==> src/rtl/mem_access_unit.sv <==
// mem_access_unit: load/store sequencer between a core request port and a
// single-ported word memory with a fixed multi-cycle read delay.
// Build option: define MAU_RMW_EN to service misaligned sub-word stores by
// read-modify-write. Without it those stores complete as errors.
module mem_access_unit #(
    parameter int unsigned READ_WAIT = 3
) (
    input  logic        clk,
    input  logic        reset,
    input  logic        req,
    input  logic        we,
    input  logic [1:0]  size,
    input  logic        unsigned_ld,
    input  logic [31:0] addr,
    input  logic [31:0] wdata,
    output logic        ack,
    output logic [31:0] rdata,
    output logic        err,
    output logic [31:0] mem_addr,
    output logic        mem_read,
    output logic        mem_write,
    output logic [31:0] mem_write_data,
    output logic [1:0]  mem_write_data_src,
    input  logic [31:0] mem_read_data
);

    localparam int unsigned CNT_W = (READ_WAIT > 1) ? $clog2(READ_WAIT) : 1;
    localparam logic [CNT_W-1:0] CNT_LAST = CNT_W'(READ_WAIT - 1);

    localparam logic [1:0] SZ_WORD = 2'b00;
    localparam logic [1:0] SZ_BYTE = 2'b01;
    localparam logic [1:0] SZ_HALF = 2'b10;

    localparam logic [1:0] SRC_WORD = 2'b00;
    localparam logic [1:0] SRC_BYTE = 2'b01;
    localparam logic [1:0] SRC_HALF = 2'b10;

    localparam logic [2:0] IDLE   = 3'd0;
    localparam logic [2:0] RD     = 3'd1;
    localparam logic [2:0] WR     = 3'd2;
`ifdef MAU_RMW_EN
    localparam logic [2:0] RMW_RD = 3'd3;
    localparam logic [2:0] RMW_WR = 3'd4;
`endif
    localparam logic [2:0] DONE   = 3'd5;

    logic [2:0]       state, state_n;
    logic [CNT_W-1:0] cnt, cnt_n;
    logic [1:0]       lat_size, lat_size_n;
    logic             lat_uns, lat_uns_n;
    logic [1:0]       lat_off, lat_off_n;
`ifdef MAU_RMW_EN
    logic [15:0]      lat_wdata, lat_wdata_n;
`endif
    logic             ack_n, err_n, mem_read_n, mem_write_n;
    logic [31:0]      rdata_n, mem_addr_n, mem_write_data_n;
    logic [1:0]       src_n;
    logic             req_bad, req_in_lane;

    // Extract the addressed lane of a read word and extend it to 32 bits.
    function automatic logic [31:0] load_extract(input logic [31:0] w,
                                                 input logic [1:0]  sz,
                                                 input logic [1:0]  off,
                                                 input logic        uns);
        logic [7:0]  b;
        logic [15:0] h;
        b = w[8*off +: 8];
        h = off[1] ? w[31:16] : w[15:0];
        case (sz)
            SZ_BYTE: load_extract = uns ? {24'd0, b} : {{24{b[7]}}, b};
            SZ_HALF: load_extract = uns ? {16'd0, h} : {{16{h[15]}}, h};
            default: load_extract = w;
        endcase
    endfunction

`ifdef MAU_RMW_EN
    // Replace the target lane(s) of a read word with the store data.
    function automatic logic [31:0] store_merge(input logic [31:0] w,
                                                input logic [1:0]  sz,
                                                input logic [1:0]  off,
                                                input logic [15:0] d);
        logic [31:0] m;
        m = w;
        if (sz == SZ_HALF) begin
            if (off[1]) m[31:16] = d;
            else        m[15:0]  = d;
        end else begin
            m[8*off +: 8] = d[7:0];
        end
        store_merge = m;
    endfunction
`endif

    // Classify the incoming request: illegal size/alignment, or in-lane access.
    always_comb begin
        req_bad     = (size == 2'b11) ||
                      ((size == SZ_WORD) && (addr[1:0] != 2'b00)) ||
                      ((size == SZ_HALF) && addr[0]);
        req_in_lane = (size == SZ_WORD) || (addr[1:0] == 2'b00);
    end

    // Next-state and next-output logic; outputs are registered from these.
    always_comb begin
        state_n          = state;
        cnt_n            = cnt;
        lat_size_n       = lat_size;
        lat_uns_n        = lat_uns;
        lat_off_n        = lat_off;
`ifdef MAU_RMW_EN
        lat_wdata_n      = lat_wdata;
`endif
        ack_n            = 1'b0;
        mem_read_n       = 1'b0;
        mem_write_n      = 1'b0;
        err_n            = err;
        rdata_n          = rdata;
        mem_addr_n       = mem_addr;
        mem_write_data_n = mem_write_data;
        src_n            = mem_write_data_src;

        case (state)
            IDLE: begin
                if (req) begin
                    lat_size_n = size;
                    lat_uns_n  = unsigned_ld;
                    lat_off_n  = addr[1:0];
`ifdef MAU_RMW_EN
                    lat_wdata_n = wdata[15:0];
`endif
                    mem_addr_n = {addr[31:2], 2'b00};
                    if (req_bad) begin
                        state_n = DONE;
                        ack_n   = 1'b1;
                        err_n   = 1'b1;
                    end else if (!we) begin
                        state_n    = RD;
                        mem_read_n = 1'b1;
                        cnt_n      = '0;
                    end else if (req_in_lane) begin
                        state_n          = WR;
                        mem_write_n      = 1'b1;
                        mem_write_data_n = wdata;
                        case (size)
                            SZ_BYTE: src_n = SRC_BYTE;
                            SZ_HALF: src_n = SRC_HALF;
                            default: src_n = SRC_WORD;
                        endcase
                    end else begin
`ifdef MAU_RMW_EN
                        state_n    = RMW_RD;
                        mem_read_n = 1'b1;
                        cnt_n      = '0;
`else
                        state_n = DONE;
                        ack_n   = 1'b1;
                        err_n   = 1'b1;
`endif
                    end
                end
            end
            RD: begin
                if (cnt == CNT_LAST) begin
                    rdata_n = load_extract(mem_read_data, lat_size, lat_off, lat_uns);
                    err_n   = 1'b0;
                    ack_n   = 1'b1;
                    state_n = DONE;
                end else begin
                    mem_read_n = 1'b1;
                    cnt_n      = cnt + CNT_W'(1);
                end
            end
            WR: begin
                err_n   = 1'b0;
                ack_n   = 1'b1;
                state_n = DONE;
            end
`ifdef MAU_RMW_EN
            RMW_RD: begin
                if (cnt == CNT_LAST) begin
                    mem_write_data_n = store_merge(mem_read_data, lat_size, lat_off, lat_wdata);
                    src_n            = SRC_WORD;
                    mem_write_n      = 1'b1;
                    state_n          = RMW_WR;
                end else begin
                    mem_read_n = 1'b1;
                    cnt_n      = cnt + CNT_W'(1);
                end
            end
            RMW_WR: begin
                err_n   = 1'b0;
                ack_n   = 1'b1;
                state_n = DONE;
            end
`endif
            DONE: state_n = IDLE;
            default: state_n = IDLE;
        endcase
    end

    // State, request context and registered outputs.
    always_ff @(posedge clk or negedge reset) begin
        if (!reset) begin
            state              <= IDLE;
            cnt                <= '0;
            lat_size           <= SZ_WORD;
            lat_uns            <= 1'b0;
            lat_off            <= 2'b00;
`ifdef MAU_RMW_EN
            lat_wdata          <= '0;
`endif
            ack                <= 1'b0;
            err                <= 1'b0;
            mem_read           <= 1'b0;
            mem_write          <= 1'b0;
            rdata              <= '0;
            mem_addr           <= '0;
            mem_write_data     <= '0;
            mem_write_data_src <= SRC_WORD;
        end else begin
            state              <= state_n;
            cnt                <= cnt_n;
            lat_size           <= lat_size_n;
            lat_uns            <= lat_uns_n;
            lat_off            <= lat_off_n;
`ifdef MAU_RMW_EN
            lat_wdata          <= lat_wdata_n;
`endif
            ack                <= ack_n;
            err                <= err_n;
            mem_read           <= mem_read_n;
            mem_write          <= mem_write_n;
            rdata              <= rdata_n;
            mem_addr           <= mem_addr_n;
            mem_write_data     <= mem_write_data_n;
            mem_write_data_src <= src_n;
        end
    end

endmodule

==> config.mk <==
export PLATFORM = sky130hd
export DESIGN_NAME = mem_access_unit
export DESIGN_NICKNAME = d
export VERILOG_FILES = /design/src/rtl/mem_access_unit.sv
export SDC_FILE = /design/constraint.sdc
export NUM_CORES = 1
export LEC_CHECK = 0
export ABC_AREA = 1
export BUFFER_PORTS_ARGS = -buffer_cell sky130_fd_sc_hd__buf_2
export CAP_MARGIN = 20
export CORE_MARGIN = 2
export CORE_UTILIZATION = 51
export DETAILED_ROUTE_END_ITERATION = 8
export PLACE_DENSITY = 0.83
export SLEW_MARGIN = 20
export SYNTH_ARGS = -nofsm -noshare
export SYNTH_HDL_FRONTEND = slang
export SYNTH_SLANG_ARGS = --single-unit
export TNS_END_PERCENT = 30
==> constraint.sdc <==
create_clock -name clk -period 2.1 [get_ports clk]
set_input_delay 0.42 -clock clk [delete_from_list [all_inputs] [get_ports clk]]
set_output_delay 0.42 -clock clk [all_outputs]
set_load 0.05 [all_outputs]
==> reports/results.tsv <==
stage	metric	value	unit
outcome	status	finished, final reports clean	
yosys	synth_compound_area_share	6.97	%
sta	fmax	0.586	GHz
drt	drc	0	
drt	num_vias	4963	
yosys	avgSynthCellArea	7.80	um^2
die	coreArea	0.0102	mm^2
cells_and_area	drive_above_1_share	29.2	%
yosys	syn_area	0.00533	mm^2
clocking	cts_tree	done	
yosys	synth_cell_types	27	
setup_path	setup.worst_path.start_class	register	
sta	finalSetupTns	0	ns
grt	grt_max_degree	111	
yosys	seq_area_frac_synth	51.6	%
drt	routedWlPerCell	13.1	um
drt	routed_wirelength	13300	um
flow_run	drv_cap	0	
placement	placed_area	0.00640	mm^2
die	dieArea	0.0113	mm^2
clocking	cts_resized	0	
setup_path	critPathArrivalTime	2.00	ns
placement	portBuffers	202	
clocking	cts_root_buf	clkbuf_8	
setup_path	critPathRequiredTime	2.39	ns
clocking	cts_max_level	3	
grt	grtUsageTotal	23.7	%
clocking	insertion_delay	0.36	ns
die	fp.dieW	106	um
clocking	clkTransAtPathRegs	0.11	ns
yosys	synthAdderAreaFrac	0.704	%
sta	final_max_slew_viol_count	0	
sta	relSlewSlack	61.2	%
clocking	cts_buffers	9	
hold_path	min_path_type	in -> async	
power_and_ir_drop	power_density	1910	mW/mm^2
cells_and_area	n_antenna_cell	0	
yosys	synth_mux_area_share	0	%
sta	finalCritPeriodShare	81.3	%
yosys	synth_top_family_by_area	simple AND/OR/NAND/NOR gates	
grt	grt_pass1_vias	4705	
clocking	cts.sinks	110	
yosys	synth_xor_area_share	0	%
die	pin_count	205	
sta	rsz0062_at_grt	no	
yosys	yosysWarnings	0	
power_and_ir_drop	p_leak	4.02	nW
setup_path	cp-end-kind	register	
sta	hold_viol	0	
grt	grt_pass1_wl	21500	um
setup_path	crit_fanout	16	
die	num_rows	37	
cells_and_area	area_growth	24.0	%
placement	dp.cells	997	
sta	finalSetupViolations	0	
die	die_h	106	um
clocking	cts_post_setup_buffers_inserted	0	
clocking	cts_buffer_depth	2	
clocking	hold_buffers	0	
cells_and_area	design_area	0.00661	mm^2
grt	grt_antenna_before_repair	0	
sta	worstMarginPinSlew	0.582	ns
cells_and_area	fin_cells	1013	
cells_and_area	final_nets	978	
power_and_ir_drop	ir_worst_vdd	0.00103	V
grt	grt_overflow	0	
sta	fin_crit	1.71	ns
drt	post_drt_via_cell_ratio	4.90	
setup_path	timing_worst_setup_path_type	reg -> reg	
drt	firstDrtPassIters	5	
drt	drt_iter0_drc	270	
yosys	synth-seq-cells	110	
placement	hpwl	9600	um
drt	final_antenna_net_count	0	
die	floorplan.initialDensity	52.1	%
power_and_ir_drop	finalPower	0.0126	W
sta	finalClockSkew	0.00724	ns
yosys	synthCells	683	
yosys	yosys.area_share.simple	30.7	%
placement	gp_congestion	0.908	
==> cells in the final DEF (no fill, tap or decap), drive strengths merged <==
master    synthesis  layout
bufinv            0       1
nand4            35      35
a21oi            48      48
o21bai            2       2
nor2             21      21
ha                3       3
o21ai            10      10
a31oi             4       4
dfrtp           110     110
nor3              3       3
conb              1       2
clkinvlp          0       1
or2               7       7
buf              30     216
clkbuf            9      10
nand3            14      14
nand2           310     310
inv              76      79
clkinv            0       1
==> cells in the mapped netlist <==
master	n	area (um^2)
nor2_1	19	71.3
o21ai_0	9	45.0
buf_6	7	78.8
nand4_1	35	219
nor2_4	1	11.3
buf_2	16	80.1
nor3_1	2	10.0
dfrtp_1	110	2750
nor2_2	1	6.26
or2_1	3	18.8
o21ai_1	1	5.00
or2_2	4	25.0
o21bai_1	2	15.0
a21oi_1	37	185
a31oi_1	4	25.0
a21oi_2	11	96.3
nor3_4	1	16.3
nand3_4	1	17.5
buf_4	7	52.6
nand2_1	306	1150
nand3_1	13	65.1
clkbuf_1	9	33.8
inv_1	74	278
nand2_2	4	25.0
inv_2	2	7.51
ha_1	3	37.5
conb_1	1	3.75
==> registers in the layout (all words and copies together) (netlist names), 2 cells and up <==
register            cells
lat_size                2
mem_write_data_src      2
cnt                     2
lat_off                 2
rdata                  32
mem_write_data         32
state                   3
mem_addr               30
==> power by group <==
part | switching (W) | internal (W)
Sequential | 0.000594 | 0.00314
Combinational | 0.00578 | 0.00179
Clock | 0.000760 | 0.000577
==> metal layers <==
| layer | track usage [%] | wire, um | vias up |
|---|---|---|---|
| met1 | 30.8 | 5710 | 2281 |
| met2 | 38.9 | 6270 | 179 |
| met5 | 0 | 0 | - |
| met3 | 5.40 | 997 | 21 |
| li1 | - | - | 2482 |
| met4 | 9.02 | 281 | 0 |
==> per-stage QoR <==
step / hold slack, ns / setup WS, ns / util [%]
4_1_cts: 0.146 / 0.388 / 64.6
5_1_grt: 0.156 / 0.223 / 64.6
3_3_place_gp: 0.450 / 0.409 / 62.6
3_5_place_dp: 0.453 / 0.353 / 62.6
6_report: 0.0897 / 0.392 / 64.6
2_1_floorplan: 0.124 / 0.665 / -
==> final timing paths <==
check | startpoint | to | slack (ns) | depth (start not counted)
min reg2reg | mem_addr[23] | mem_addr[23] | 0.48 | 2
max in group asynchronous | reset | lat_size[1] | 1.55 | 2
max | lat_size[1] | rdata[21] | 0.39 | 8
min in group clk | addr[7] | mem_addr[7] | 0.25 | 3
max reg2reg | lat_size[1] | rdata[21] | 0.39 | 8
min | reset | rdata[5] | 0.09 | 2
==> logic make-up (layout without fill, tap and decap cells) <==
kind of cell	Yosys count	in the layout
other cells	1	2
flops	110	110
buf+inv	115	308
compound gates	64	64
fa+ha+maj	3	3
simple gates	390	390
==> layout make-up <==
cell class	instances	area (um^2)
clock inverters	6	77.6
flip-flops and latches	110	2750
well taps	136	170
fillers	951	3620
inverters	76	285
multi-input cells	459	2050
repair buffers	216	1140
clock buffers	10	128
==> critical path: stages, from the launching register on <==
cell and delay [ns]:
dfrtp_1 0.40, inv_1 0.09, ha_1 0.17, nand2_1 0.11
inv_1 0.19, nand2_1 0.11, nand3_1 0.10, nand2_2 0.25
a21oi_1 0.22
No activity file was read; power rests on OpenSTA's default activity.
